$ cat config.mk
export PLATFORM = sky130hd
export DESIGN_NAME = matrix_stream_loader
export DESIGN_NICKNAME = d
export VERILOG_FILES = /design/src/rtl/matrix_pkg.sv /design/src/rtl/mat_frame_reg.sv /design/src/rtl/matrix_stream_loader.sv
export SDC_FILE = /design/constraint.sdc
export NUM_CORES = 1
export LEC_CHECK = 0
export BUFFER_PORTS_ARGS = -buffer_cell sky130_fd_sc_hd__buf_2
export CAP_MARGIN = 0
export CORE_AREA = 2 2 412 414
export CTS_BUF_LIST = sky130_fd_sc_hd__clkbuf_4 sky130_fd_sc_hd__clkbuf_8
export DETAILED_ROUTE_END_ITERATION = 16
export DIE_AREA = 0 0 414 416
export GPL_TIMING_DRIVEN = 0
export PLACE_DENSITY_LB_ADDON = 0.1
export SLEW_MARGIN = 20
export SYNTH_ARGS = -nofsm -noshare
export SYNTH_HDL_FRONTEND = slang
export SYNTH_SLANG_ARGS = --single-unit
$ cat constraint.sdc
create_clock -name clk -period 1.9 [get_ports clk]
set_input_delay 0.285 -clock clk [delete_from_list [all_inputs] [get_ports clk]]
set_output_delay 0.285 -clock clk [all_outputs]
set_load 0.05 [all_outputs]
$ cat src/rtl/matrix_pkg.sv
// Shared types and constants for the matrix ALU datapath and its stream loader.
package matrix_pkg;

  localparam int unsigned WIDTH_BIT = 2;
  localparam int unsigned WIDTH     = 2 ** WIDTH_BIT;
  localparam int unsigned ELEM_W    = 32;

  localparam logic [2:0] OP_ADD  = 3'd0;
  localparam logic [2:0] OP_SUB  = 3'd1;
  localparam logic [2:0] OP_MUL  = 3'd2;
  localparam logic [2:0] OP_DIV  = 3'd3;
  localparam logic [2:0] OP_MOD  = 3'd4;
  localparam logic [2:0] OP_MMUL = 3'd5;

  typedef logic signed [0:WIDTH-1][0:WIDTH-1][ELEM_W-1:0] matrix_t;

  typedef enum logic [1:0] {
    StIdle,
    StLoadA,
    StLoadB,
    StHold
  } loader_state_e;

endpackage

$ cat src/rtl/mat_frame_reg.sv
// WIDTH x WIDTH element register bank written one element at a time by linear
// row-major index, cleared asynchronously.
module mat_frame_reg #(
  parameter int unsigned WIDTH  = 4,
  parameter int unsigned ELEM_W = 32,
  parameter int unsigned IDX_W  = 4
) (
  input  logic                                       i_clk,
  input  logic                                       i_rst_n,
  input  logic                                       i_we,
  input  logic [IDX_W-1:0]                           i_idx,
  input  logic [ELEM_W-1:0]                          i_data,
  output logic [0:WIDTH-1][0:WIDTH-1][ELEM_W-1:0]    o_mat
);

  logic [0:WIDTH-1][0:WIDTH-1][ELEM_W-1:0] r_mat;

  always_ff @(posedge i_clk or negedge i_rst_n) begin
    if (!i_rst_n) begin
      r_mat <= '0;
    end else if (i_we) begin
      for (int r = 0; r < int'(WIDTH); r++) begin
        for (int c = 0; c < int'(WIDTH); c++) begin
          if (i_idx == IDX_W'(r * int'(WIDTH) + c)) r_mat[r][c] <= i_data;
        end
      end
    end
  end

  assign o_mat = r_mat;

endmodule

$ cat src/rtl/matrix_stream_loader.sv
// Assembles operand matrices A and B plus an op code from a serial element stream
// and holds them as one frame for the matrix ALU. Optional: LOADER_DIVZERO_CHECK_EN.
module matrix_stream_loader #(
  parameter int unsigned WIDTH_BIT = matrix_pkg::WIDTH_BIT,
  parameter int unsigned WIDTH     = 2 ** WIDTH_BIT,
  parameter int unsigned ELEM_W    = matrix_pkg::ELEM_W
) (
  input  logic                                    clk,
  input  logic                                    rst_n,
  input  logic                                    in_valid,
  output logic                                    in_ready,
  input  logic [ELEM_W-1:0]                       in_data,
  input  logic [2:0]                              in_op,
  output logic [0:WIDTH-1][0:WIDTH-1][ELEM_W-1:0] mat_a,
  output logic [0:WIDTH-1][0:WIDTH-1][ELEM_W-1:0] mat_b,
  output logic [2:0]                              sel_out,
  output logic                                    op_valid,
  input  logic                                    op_ack,
  output logic                                    bad_op
`ifdef LOADER_DIVZERO_CHECK_EN
  ,
  output logic                                    err_divzero
`endif
);

  import matrix_pkg::*;

  localparam int unsigned NELEM = WIDTH * WIDTH;
  // Keep at least one counter bit so the WIDTH=1 build still elaborates.
  localparam int unsigned CNT_W = (WIDTH_BIT == 0) ? 1 : 2 * WIDTH_BIT;
  localparam logic [CNT_W-1:0] LAST_IDX = CNT_W'(NELEM - 1);

  loader_state_e    r_state;
  logic [CNT_W-1:0] r_cnt;
  logic [2:0]       r_sel;
  logic             r_op_valid;
  logic             r_bad_op;

  logic w_fire;
  logic w_last;
  logic w_we_a;
  logic w_we_b;

  assign in_ready = rst_n && (r_state != StHold);
  assign w_fire   = in_valid && in_ready;
  assign w_last   = (r_cnt == LAST_IDX);
  assign w_we_a   = w_fire && ((r_state == StIdle) || (r_state == StLoadA));
  assign w_we_b   = w_fire && (r_state == StLoadB);

  always_ff @(posedge clk or negedge rst_n) begin
    if (!rst_n) begin
      r_state    <= StIdle;
      r_cnt      <= '0;
      r_sel      <= '0;
      r_op_valid <= 1'b0;
      r_bad_op   <= 1'b0;
    end else begin
      r_bad_op <= 1'b0;
      case (r_state)
        StIdle: begin
          if (w_fire) begin
            r_sel <= in_op;
            if (NELEM == 1) begin
              r_cnt   <= '0;
              r_state <= StLoadB;
            end else begin
              r_cnt   <= CNT_W'(1);
              r_state <= StLoadA;
            end
          end
        end
        StLoadA: begin
          if (w_fire) begin
            if (w_last) begin
              r_cnt   <= '0;
              r_state <= StLoadB;
            end else begin
              r_cnt <= r_cnt + 1'b1;
            end
          end
        end
        StLoadB: begin
          if (w_fire) begin
            if (w_last) begin
              r_cnt <= '0;
              if (r_sel > OP_MMUL) begin
                r_state  <= StIdle;
                r_bad_op <= 1'b1;
              end else begin
                r_state    <= StHold;
                r_op_valid <= 1'b1;
              end
            end else begin
              r_cnt <= r_cnt + 1'b1;
            end
          end
        end
        StHold: begin
          if (op_ack) begin
            r_state    <= StIdle;
            r_op_valid <= 1'b0;
          end
        end
        default: r_state <= StIdle;
      endcase
    end
  end

  mat_frame_reg #(
    .WIDTH  (WIDTH),
    .ELEM_W (ELEM_W),
    .IDX_W  (CNT_W)
  ) u_frame_a (
    .i_clk   (clk),
    .i_rst_n (rst_n),
    .i_we    (w_we_a),
    .i_idx   (r_cnt),
    .i_data  (in_data),
    .o_mat   (mat_a)
  );

  mat_frame_reg #(
    .WIDTH  (WIDTH),
    .ELEM_W (ELEM_W),
    .IDX_W  (CNT_W)
  ) u_frame_b (
    .i_clk   (clk),
    .i_rst_n (rst_n),
    .i_we    (w_we_b),
    .i_idx   (r_cnt),
    .i_data  (in_data),
    .o_mat   (mat_b)
  );

  assign sel_out  = r_sel;
  assign op_valid = r_op_valid;
  assign bad_op   = r_bad_op;

`ifdef LOADER_DIVZERO_CHECK_EN
  logic r_divzero;
  logic w_to_idle;

  assign w_to_idle = ((r_state == StHold) && op_ack) ||
                     (w_we_b && w_last && (r_sel > OP_MMUL));

  always_ff @(posedge clk or negedge rst_n) begin
    if (!rst_n) begin
      r_divzero <= 1'b0;
    end else if (w_to_idle) begin
      r_divzero <= 1'b0;
    end else if (w_we_b && (in_data == '0) && ((r_sel == OP_DIV) || (r_sel == OP_MOD))) begin
      r_divzero <= 1'b1;
    end
  end

  assign err_divzero = r_divzero && r_op_valid;
`endif

endmodule

Word level (Yosys, flattened, before mapping). Cells that the tools add are included.

Flip-flop bits (word level): 1035. Bits of input ports: 39. Output and inout bits: 1030. Logic and storage cells: 133.

Add/sub/neg operators: 1. Magnitude comparators: 1. Equality and inequality tests: 27. Muxes and demuxes: 21. Reduce and logical (&&, ||, !) cells: 46.

Operators with widths (number): 2-bit AND reduction (33); 4-bit == test (second input constant) (8); 4-bit by 3-bit == test with 1-bit output (second input constant) (4); 2-bit inequality test (second input constant) (8); 2-bit 2-to-1 mux (7); 4-bit 2-to-1 mux (3); 4-bit by 2-bit == test with 1-bit output (second input constant) (2); 1-bit 2-to-1 mux (8); 2-bit one-hot mux with 4 select lines (1); 4-bit one-hot mux with 2 select lines (1); 6-bit AND reduction (1); 5-bit AND reduction (1); 4-bit by 1-bit adder with 4-bit output (second input constant) (1); 2-bit == test (second input constant) (2); 4-bit by 1-bit == test with 1-bit output (second input constant) (1); 1-bit logical AND (4); 4-bit logical NOT (1); 2-bit nonzero test (2); 3-bit > comparator (second input constant) (1); 3-bit AND reduction (1); 2-bit by 1-bit == test with 1-bit output (second input constant) (1); 2-bit logical NOT (1); 2-bit by 1-bit inequality test with 1-bit output (second input constant) (1); 1-bit one-hot mux with 2 select lines (1); other kinds (2) (2).

Longest topological paths before layout.
Depth in word-level cells: 5. Gate-level depth with buffers: 8. Depth with buffers taken out: 6.

Hierarchy. A second synthesis with hierarchy kept.

Cells, all modules: 2329. Area total of the unflattened synthesis: 38842.3 µm².

By module, submodules not included: mat_frame_reg (instances 2, cells each 1134, area each 19087.1 µm², sequential area each 12812.3 µm²); matrix_stream_loader (instances 1, cells each 61, area each 668.1 µm², sequential area each 275.3 µm²).

Worst setup path before layout. No wires, ideal clock.

Path kind: reg2reg. Start: register r_state[0]. End: register u_frame_a.r_mat (netlist bit u_frame_a.o_mat[129]). Library setup time: 0.125 ns. Arrival: 1.978 ns. Required time: 1.775 ns. Setup slack: -0.203 ns. Stages on the path, launching flop included: 6. Path buffers: 1. Period minus slack after synthesis: 2.103 ns. Cells stage by stage: dfrtp_1 ha_1 nand3b_2 nor4_4 buf_6 mux2_2.

Cells in the longest elaborated chain, start to end: 5. Elaborated cells on any way between the ends: 8. Those cells by class: eq/ne (2); reduce/logical (6).

RTL lines: from (decl) (line matrix_stream_loader.sv:33) `loader_state_e r_state;`; from (signal assigned) (line matrix_stream_loader.sv:52) `r_state <= StIdle;`; from (signal assigned) (line matrix_stream_loader.sv:65) `r_state <= StLoadB;`; from (signal assigned) (line matrix_stream_loader.sv:68) `r_state <= StLoadA;`; 2-bit inequality test (line matrix_stream_loader.sv:44) `assign in_ready = rst_n && (r_state != StHold);`; 1-bit logical AND (line matrix_stream_loader.sv:44); 1-bit logical AND (line matrix_stream_loader.sv:45) `assign w_fire = in_valid && in_ready;`; 1-bit logical AND * (line matrix_stream_loader.sv:47) `assign w_we_a = w_fire && ((r_state == StIdle) || (r_state == StLoadA));`; 2-bit AND reduction (no line) *; to (decl) (line mat_frame_reg.sv:16) `logic [0:WIDTH-1][0:WIDTH-1][ELEM_W-1:0] r_mat;`.

Every way passes the cells marked *; elsewhere a longest branch is shown, timed or not. A chain may end at the register's enable or synchronous reset.

Final worst setup path.
Start: register r_cnt[1]. End: register u_frame_b.r_mat (netlist bit u_frame_b.o_mat[341]).

Cells in the longest elaborated chain, start to end: 2.

RTL lines: from (decl) (line matrix_stream_loader.sv:34) `logic [CNT_W-1:0] r_cnt;`; from (signal assigned) (line matrix_stream_loader.sv:78) `r_cnt <= r_cnt + 1'b1;`; from (signal assigned) (line matrix_stream_loader.sv:94) `r_cnt <= r_cnt + 1'b1;`; 4-bit by 3-bit == test with 1-bit output (line mat_frame_reg.sv:24) `if (i_idx == IDX_W'(r * int'(WIDTH) + c)) r_mat[r][c] <= i_data;`; 2-bit AND reduction (no line); to (decl) (line mat_frame_reg.sv:16).

Every way passes these cells.

==> results.yml <==
run_status:
  status: "finished with violations"
  violations: "negative hold slack, negative setup slack"
synthesis:
  synth.net_count: 2414
  synth_top_family_by_area: "multiplexers"
  synth_compound_area_frac: 0.00281
  muxShareOfSynthArea: 0.296
  netlist_instances: 2365
  yosys.area.top_type: "dfrtp_1"
  synth_seq_cells: 1035
  synthXorXnorAreaFrac: 0
  synth_warnings: 0
  synth_top_cell_area_share: 0.661
  yosys.area_share.simple: 0.0105
  synthAdderAreaFrac: 0.00319
  avgSynthCellArea_um2: 16.6
  ys_seq_area_frac: 0.661
  synth_area_um2: 39200
  netlist_top_cells_area: "dfrtp_1 66%, mux2_2 28%, clkbuf_1 0.94%"
  ys_types: 35
setup_path:
  reg2reg_from: "r_cnt[1]"
  endpoint_kind: "flop"
  arrival_ns: 3.10
  critPathMaxFanout: 6
  startpoint: "r_cnt[1]"
  critical_path_required_ns: 2.68
  start_kind: "flop"
  criticalPathCategory: "flop to flop"
sta:
  hold_viol_final: 211
  period_needed_ns: 2.32
  whs_ns: -0.595
  setup_viol: 1058
  relSlewSlack: 0.294
  finalWorstSetupSlack_ns: -0.419
  skew_ns: 0.0354
  worst_slew_pin_slew_ns: 1.06
  period_share: 1.22
  clock.fmax_ghz: 0.431
  slew_viol_final: 0
  rsz0062_at_grt: "yes"
floorplan:
  rows: 151
  ios: 1069
  start_util: 0.233
  die_area_um2: 172000
  fp.dieW_um: 414
  core-area_um2: 168000
  die_y_um: 416
placement:
  dpl.hpwl_mm: 127
  dp.cells: 5674
  place_congestion: 0.794
  port_buffers: 1068
  placed_area_um2: 47900
cells_and_area:
  final_common_cell: "buf_2"
  finish.utilization: 0.341
  final_cells: 6213
  drive_above_1_share: 0.690
  final_net_count: 3895
  syn2layout_area_growth_pct: 46.3
  final_cell_mix: "1069 x buf_2, 1031 x dfrtp_1, 703 x mux2_2"
  final_area_um2: 57300
global_route:
  grt_pass1_wl_mm: 235
  grt_pass1_vias: 27200
  grt-ovfl-total: 0
  grt_max_degree: 121
  antenna_found_initial: 17
  grt.total_usage: 0.196
clocking:
  cts_htree_levels: 4
  cts_root_buf: "clkbuf_8"
  cts_buffers: 192
  cts_tree: "yes"
  clkLatencyLatePin_ns: 0.92
  clk_pin_slew_ns: 0.07
  clk_path_buf_depth: 3
  cts_sinks: 1035
detailed_routing:
  ant_nets: 0
  firstDrtPassIters: 5
  route.detailed.drc: 0
  num_vias: 26300
  drtIter0Drc: 1260
  vias_per_cell: 4.23
  wirelength_mm: 181
  wl_per_cell_um: 29.1
pwr:
  p_leak_nw: 30.3
  peakVddDrop_v: 0.000997
  power_density_nw_per_um2: 1800
run:
  maxCapViolCount: 0
worst_hold_path:
  hold_class: "input port to asynchronous set/reset pin"
## Yosys cell counts
cell,number
buf_2,68
mux2_4,10
and3_4,1
o31ai_1,1
nor2_2,4
a22oi_1,1
nand3_1,3
a32o_1,1
o21ai_0,6
nor4_4,2
nand2b_1,4
clkbuf_1,98
mux2_1,27
and3b_1,1
ha_1,10
a21oi_1,6
a22o_1,1
nor3_1,3
buf_4,21
clkbuf_2,1
nand2_1,12
nand4_1,5
nor3_4,2
inv_1,7
nor2_1,21
nand3b_2,1
nor3_2,2
or2_2,2
mux2_2,990
nor2b_1,3
buf_6,12
o22a_1,1
nand3_2,2
dfrtp_1,1035
o21a_1,1
## per-layer routing
metal	vias up	track usage	part of all wire
met5	-	0	0
met4	0	0.0640	0.030
met3	245	0.0683	0.074
met2	865	0.339	0.50
met1	13900	0.224	0.39
li1	11300	-	-
## state kept, by name (all words and copies together), names as in the netlist
signal,cells
u_frame_a.o_mat,512
u_frame_b.o_mat,512
r_cnt,4
sel_out,3
r_state,2
bad_op,1
op_valid,1
## worst max-delay path: stages, from the launching register on
cell	delay (ns)
dfrtp_2	0.46
inv_2	0.09
ha_1	0.15
nor2b_4	0.15
nand4_1	0.17
buf_6	0.20
buf_4	0.13
nor2_4	0.12
buf_12	0.17
clkbuf_16	0.18
mux2_2	0.33
## final cells by class
cell class | instances | area [um2]
well taps | 2218 | 2780
diodes | 10 | 25.0
plain buffers | 196 | 2030
flip-flops and latches | 1035 | 25900
multi-input cells | 1123 | 13600
repair buffers | 1291 | 8960
inverters | 7 | 31.3
clock inverters | 11 | 104
clock buffers | 322 | 3860
fillers | 16900 | 111000
## per-stage QoR
| stage | hold WS (ns) | setup WS [ns] | power (mW) | TNS (ns) |
|---|---|---|---|---|
| floorplan | -0.0106 | -0.0864 | 64.6 | -29.77 |
| global placement | 0.464 | -25.82 | 78.4 | - |
| detailed placement | 0.159 | -2.34 | 78.7 | -2297.67 |
| CTS | -0.938 | -0.454 | 103 | -435.26 |
| global route | -0.692 | -0.478 | 107 | -432.16 |
| finish | -0.595 | -0.419 | 103 | -266.99 |
## power breakdown
| group | internal, mW | leakage, nW | switching (mW) |
|---|---|---|---|
| clock network | 12.6 | 2.12 | 9.93 |
| registers | 29.0 | 14.0 | 3.53 |
| logic | 12.4 | 14.2 | 35.7 |
## cells by family (layout without fill, tap and decap cells)
| family | Yosys count | in the layout |
|---|---|---|
| AO/OA/AOI/OAI | 18 | 18 |
| adder cells (fa/ha/maj) | 10 | 10 |
| buffers and inverters | 207 | 1827 |
| flip-flops | 1035 | 1035 |
| multiplexers | 1027 | 1027 |
| other | 0 | 10 |
| AND/OR/NAND/NOR | 68 | 68 |
## path summary, 6_finish.rpt
| check | endpoint | depth (start not counted) | slack, ns |
|---|---|---|---|
| max reg2reg | u_frame_b.o_mat[341] | 10 | -0.42 |
| min | u_frame_b.o_mat[227] | 3 | -0.60 |
| min reg2reg | u_frame_b.o_mat[156] | 1 | 0.48 |
| min in group clk | u_frame_a.o_mat[88] | 3 | 0.24 |
| max in group asynchronous | u_frame_a.o_mat[277] | 8 | -0.02 |
| max | u_frame_b.o_mat[341] | 10 | -0.42 |
## repair_timing
item / 4_1_cts / 5_1_grt
pin swaps: 29 / 20
resized for setup: 225 / 456
cloned: 4 / 46
hold buffers: 42 / 2
hold endpoints to repair: 608 / 262
setup endpoints to repair: 2169 / 2235
setup buffers: 62 / 45
Note: power is estimated with default switching activity, not from simulation.
